--- config.mk ---
export PLATFORM = sky130hd
export DESIGN_NAME = pipe_cpa
export DESIGN_NICKNAME = d
export VERILOG_FILES = /design/src/rtl/pipe_cpa.sv
export SDC_FILE = /design/constraint.sdc
export NUM_CORES = 1
export LEC_CHECK = 0
export CELL_PAD_IN_SITES_DETAIL_PLACEMENT = 2
export CELL_PAD_IN_SITES_GLOBAL_PLACEMENT = 2
export CORE_MARGIN = 3
export CORE_UTILIZATION = 35
export DETAILED_ROUTE_END_ITERATION = 16
export HOLD_SLACK_MARGIN = 0.12
export PLACE_DENSITY_LB_ADDON = 0.1
export SYNTH_ARGS = -nofsm -noshare
export SYNTH_HDL_FRONTEND = slang
export SYNTH_SLANG_ARGS = --single-unit
export TNS_END_PERCENT = 30
--- constraint.sdc ---
create_clock -name clk -period 3 [get_ports clk]
set_clock_uncertainty 0.05 [all_clocks]
set_input_delay 0.45 -clock clk [delete_from_list [all_inputs] [get_ports clk]]
set_output_delay 0.45 -clock clk [all_outputs]
set_load 0.005 [all_outputs]
--- src/rtl/pipe_cpa.sv ---
// pipe_cpa: pipelined carry-propagate adder with ready/valid handshakes.
// Each stage adds one GROUP-bit slice using the carry registered by the
// stage before it. Operand slices that are not yet consumed travel down the
// pipe, and finished sum slices are carried along. The whole result therefore
// leaves the last stage aligned.
// Optional feature: define PIPE_CPA_SUB_EN to add a 'sub' input that turns the
// operation into a - b (with ci acting as an inverted borrow-in).
module pipe_cpa #(
    parameter int WIDTH = 16,
    parameter int GROUP = 4
) (
    input  logic             clk,
    input  logic             rst,
    input  logic             in_valid,
    output logic             in_ready,
    input  logic [WIDTH-1:0] a,
    input  logic [WIDTH-1:0] b,
    input  logic             ci,
`ifdef PIPE_CPA_SUB_EN
    input  logic             sub,
`endif
    output logic             out_valid,
    input  logic             out_ready,
    output logic [WIDTH-1:0] s,
    output logic             cout,
    output logic             ovf
);

    localparam int STAGES = (GROUP > 0) ? WIDTH / GROUP : 1;

    if (GROUP < 1 || WIDTH < GROUP || (WIDTH % GROUP) != 0) begin : g_bad_cfg
        $error("pipe_cpa: WIDTH must be a positive multiple of GROUP and GROUP >= 1");
    end

    logic             advance;
    logic [WIDTH-1:0] a_eff;
    logic [WIDTH-1:0] b_eff;
    logic             ci_eff;
    logic             ovf_q;
    logic             msb_a;
    logic             msb_b;
    logic             msb_s;
    logic             ovf_d;

    // Subtraction is folded in at capture time: invert b and the carry-in.
`ifdef PIPE_CPA_SUB_EN
    assign a_eff  = a;
    assign b_eff  = sub ? ~b : b;
    assign ci_eff = ci ^ sub;
`else
    assign a_eff  = a;
    assign b_eff  = b;
    assign ci_eff = ci;
`endif

    assign advance  = ~out_valid | out_ready;
    assign in_ready = advance;

    // Stage k consumes the lowest remaining slice of its source vector. The
    // source vector interleaves slices as {..., a_slice, b_slice, carry}, so
    // dropping one consumed slice is a plain shift.
    for (genvar k = 0; k < STAGES; k++) begin : g_stage
        localparam int SRC  = WIDTH - k * GROUP;
        localparam int REM  = SRC - GROUP;
        localparam int RW   = 2 * REM + 1;
        localparam int DONE = (k + 1) * GROUP;

        logic [2*SRC:0]  src;
        logic            valid_in;
        logic [GROUP:0]  grp_sum;
        logic [DONE-1:0] sum_d;
        logic [RW-1:0]   rem_d;
        logic            valid_q;
        logic [DONE-1:0] sum_q;
        logic [RW-1:0]   rem_q;

        if (k == 0) begin : g_head
            // Pack the incoming operands into the interleaved slice layout.
            always_comb begin
                src    = '0;
                src[0] = ci_eff;
                for (int j = 0; j < STAGES; j++) begin
                    src[2*GROUP*j+1 +: GROUP]       = b_eff[GROUP*j +: GROUP];
                    src[2*GROUP*j+GROUP+1 +: GROUP] = a_eff[GROUP*j +: GROUP];
                end
            end
            assign valid_in = in_valid;
            assign sum_d    = grp_sum[GROUP-1:0];
        end else begin : g_tail
            assign src      = g_stage[k-1].rem_q;
            assign valid_in = g_stage[k-1].valid_q;
            assign sum_d    = {grp_sum[GROUP-1:0], g_stage[k-1].sum_q};
        end

        assign grp_sum = {1'b0, src[2*GROUP:GROUP+1]} + {1'b0, src[GROUP:1]}
                       + {{GROUP{1'b0}}, src[0]};
        assign rem_d   = RW'({src[2*SRC:1] >> (2 * GROUP), grp_sum[GROUP]});

        // Stage register: moves only when the whole pipe advances.
        always_ff @(posedge clk) begin
            if (rst) begin
                valid_q <= 1'b0;
                sum_q   <= '0;
                rem_q   <= '0;
            end else if (advance) begin
                valid_q <= valid_in;
                sum_q   <= sum_d;
                rem_q   <= rem_d;
            end
        end
    end

    // Signed overflow for the top slice: the operand signs agree and the sum sign differs.
    assign msb_a = g_stage[STAGES-1].src[2*GROUP];
    assign msb_b = g_stage[STAGES-1].src[GROUP];
    assign msb_s = g_stage[STAGES-1].grp_sum[GROUP-1];
    assign ovf_d = (msb_a & msb_b & ~msb_s) | (~msb_a & ~msb_b & msb_s);

    // Overflow flag is registered alongside the last stage.
    always_ff @(posedge clk) begin
        if (rst) begin
            ovf_q <= 1'b0;
        end else if (advance) begin
            ovf_q <= ovf_d;
        end
    end

    assign out_valid = g_stage[STAGES-1].valid_q;
    assign s         = g_stage[STAGES-1].sum_q;
    assign cout      = g_stage[STAGES-1].rem_q[0];
    assign ovf       = ovf_q;

endmodule

==> results_dict.tcl <==
set metrics [dict create \
    outcome "complete, no violations" \
    yosys_warning_count 0 \
    drt-wirelength-per-cell_um 15.61 \
    post_synth_xor_area_fraction_pct 0.8661 \
    postCtsResizedCells 0 \
    yosys.cell_count.top_type "sky130_fd_sc_hd__nand2_1" \
    timing.max_slew.rel_slack_pct 28.32 \
    cts.reportedPaths.clkPinSlew_ps 60 \
    setup.worst_path.start_class "input port" \
    path_delay_family "buffers and inverters" \
    synthCells 479 \
    worstMarginPinSlew_ps 1075 \
    finalMaxSlewViolations 0 \
    fin_crit_sh_pct 72.66 \
    multi_input_comb_area_sq_um 1858 \
    rows 38 \
    cts.repair_timing.setup_buffer_count 0 \
    number_of_different_library_cells_in_the_post_synthesis_netlist 36 \
    p_leak_uw 0.001905 \
    area.sequential_sq_um 1942 \
    grt_start_max_net_pins 105 \
    fin_setup_tns_ps 0 \
    grt_pass1_wl_mm 17.59 \
    power.density_nw_per_um2 577.2 \
    area_delta_synth_final_pct 21.28 \
    finalCriticalPeriod_ps 2180 \
    nFillCells 1267 \
    vdd_drop_max_uv 257.0 \
    first_global_vias 3634 \
    cts-hold-fix-buffers 0 \
    drc 0 \
    final_util_pct 44.29 \
    global_route.usage.total_pct 16.99 \
    critical_path.max_fanout 2 \
    share_of_layout_cells_above_drive_strength_1_pct 4.808 \
    setup_violations 0 \
    crit-reg2reg-launch "g_stage[2].rem_q[0]$_SDFFE_PP0P_" \
    num_vias 3296 \
    clock_tree.root_cell "sky130_fd_sc_hd__clkbuf_16" \
    viasPerCell 4.994 \
    hold_violations 0 \
    initial_antenna_violation_count 0 \
    synth_seq_area_share_pct 48.00 \
    critPathMaxStageDelay_ps 570 \
    combinational_family_with_the_most_area_after_synthesis "simple AND/OR/NAND/NOR gates" \
    antenna-diode-count 0 \
    dr.first_iter.drc_count 109 \
    adder_and_majority_gate_portion_of_the_synthesized_area_pct 7.980 \
    critical_path.n_buffers_inverters 3 \
    cts.htree.levels 3 \
    cts_inserted_buffers 9 \
    worst_setup_path_startpoint "out_ready" \
    wl_mm 10.30 \
    post_synth_and_or_nand_nor_area_fraction_pct 19.98 \
    postLayoutSetupSlackWorst_ps 820.2 \
    clk_path_buf_depth 2 \
    fmax_mhz 458.8 \
    gp_routability_congestion 0.7393 \
    timing.hold.worst.start "g_stage[0].rem_q[10]$_SDFFE_PP0P_" \
    floorplan.io_pins 57 \
    min_path_type "flop to flop" \
    ant_nets 0 \
    number_of_enable_flip_flop_cells_after_synthesis 0 \
    chipWidth_um 113.5 \
    critical_path_class "input port to output pin" \
    muxShareOfSynthArea_pct 0 \
    cp_dominant_cell_by_count "sky130_fd_sc_hd__clkdlybuf4s50_1" \
    maxCapViolCount 0 \
    drtPass1Iterations 4 \
    dieArea_sq_um 12880 \
    globalRouteOverflowTotal 0 \
    clock_latency_on_the_worst_skew_pair_ps 350 \
    rsz0062_at_grt "no" \
    finish.net_count 573 \
    synth_flop_cell "sky130_fd_sc_hd__dfxtp_1" \
    clock_tree_from_tritoncts "built" \
    synth.area.top_cells "sky130_fd_sc_hd__dfxtp_1 (48%), sky130_fd_sc_hd__nand2_1 (15%), sky130_fd_sc_hd__a21oi_1 (11%)" \
    post-place-ws_ps 721.3 \
    synth_compound_gate_area_share_pct 17.10 \
    design.core.area_sq_um 11080 \
    postSynthAreaPerCell_sq_um 8.445 \
    postSynthRegisterBits 97 \
    timing.critical_path.required_ps 2500 \
    port_buffers 56 \
    critical_path_arrival_ps 1680 \
    slowest_stage_cell_on_the_critical_path "sky130_fd_sc_hd__clkdlybuf4s50_1" \
    fp.dieH_um 113.5 \
    synth_top_area_share_pct 48.00 \
    postSynth.asyncResetShare_pct 0 \
    initial_core_util_pct 36.51 \
    critical_path.endpoint_type "output pin" \
    numClockSinks 97 \
    crit_path_cell_trace "clkdlybuf4s50_1 > nor2b_4 > inv_2 > clkdlybuf4s50_1" \
    synthesis.area_sq_um 4045 \
    synth.top_cells.by_count "sky130_fd_sc_hd__nand2_1 (166), sky130_fd_sc_hd__dfxtp_1 (97), sky130_fd_sc_hd__a21oi_1 (87)" \
    yosys.area.top_type "sky130_fd_sc_hd__dfxtp_1" \
    synth.net_count 537 \
    hpwl_mm 6.537 \
]
-- registers in the layout (all words and copies together), names as in the netlist --
name / count
g_stage.valid_q: 3
g_stage.rem_q: 51
g_stage.sum_q: 24
s: 16
ovf: 1
out_valid: 1
cout: 1
-- placed cells by master, fill, tap and decap left out, drive strengths merged --
| cell | instances |
|---|---|
| clkbuf | 12 |
| inv | 9 |
| a21boi | 1 |
| buf | 3 |
| o211ai | 3 |
| xnor2 | 4 |
| clkinvlp | 3 |
| clkdlybuf4s50 | 55 |
| or2 | 2 |
| nand2 | 166 |
| a211oi | 9 |
| nor2 | 12 |
| nand3 | 1 |
| a2111oi | 2 |
| fa | 8 |
| nand3b | 4 |
| a21o | 6 |
| or3 | 3 |
| o21bai | 1 |
| nor2b | 3 |
| nor3 | 2 |
| a221oi | 1 |
| bufinv | 1 |
| ha | 13 |
| o41ai | 1 |
| nand2b | 5 |
| dfxtp | 97 |
| a2111o | 3 |
| a21oi | 87 |
| nor4 | 1 |
| o21ai | 2 |
-- report_power, final --
group,total (uW),switching [uW],internal (uW)
logic,259,126,133
registers,1400,42.1,1360
clock network,1170,502,670
-- area by class of cell --
cell class / instances / share of cell area (%)
sequential: 97 / 39.58
tap: 140 / 3.571
clock buffer: 12 / 5.024
inverter: 9 / 0.6886
multi-input combinational: 340 / 37.87
timing repair buffer: 58 / 12.19
clock inverter: 4 / 1.071
-- cells by family (layout without fill, tap and decap cells) --
kind of cell | after synthesis | count (layout)
DFF | 97 | 97
adders and majority gates | 21 | 21
and+or+nand+nor | 199 | 199
AOI/OAI and AO/OA | 116 | 116
buffers and inverters | 42 | 83
xor gates and xnor gates | 4 | 4
-- worst paths after layout --
kind	to	slack (ps)	cells past startpoint
setup / recovery	in_ready	820	4
hold / removal	g_stage[0].rem_q[10]$_SDFFE_PP0P_	400	2
setup reg to reg	cout$_SDFFE_PP0P_	1000	5
hold reg to reg	g_stage[0].rem_q[10]$_SDFFE_PP0P_	400	2
-- worst register-to-register path, stage by stage (launching register included) --
cell and delay [ps]:
sky130_fd_sc_hd__dfxtp_1 330, sky130_fd_sc_hd__fa_1 510, sky130_fd_sc_hd__fa_1 450, sky130_fd_sc_hd__a21o_1 180, sky130_fd_sc_hd__a211oi_1 240, sky130_fd_sc_hd__nor3_1 80
-- per-stage QoR --
stage	hold slack, ps	area [sq um]	total power, uW	instances
detailed placement	397.0	4607	1691	644
global placement	389.5	4607	1675	644
CTS	405.9	4906	2873	660
floorplan	382.1	4045	1571	479
finish	403.8	4906	2832	660
global route	422.9	4906	2968	660
-- routing by layer --
layer | GRT usage [%] | vias up | routed length, um
met4 | 7.853 | 0 | 215
li1 | - | 1650 | -
met3 | 2.387 | 14 | 254
met2 | 28.03 | 44 | 4867
met1 | 22.02 | 1588 | 4965
met5 | 0 | - | 0
(Power assumes the default switching activity.)
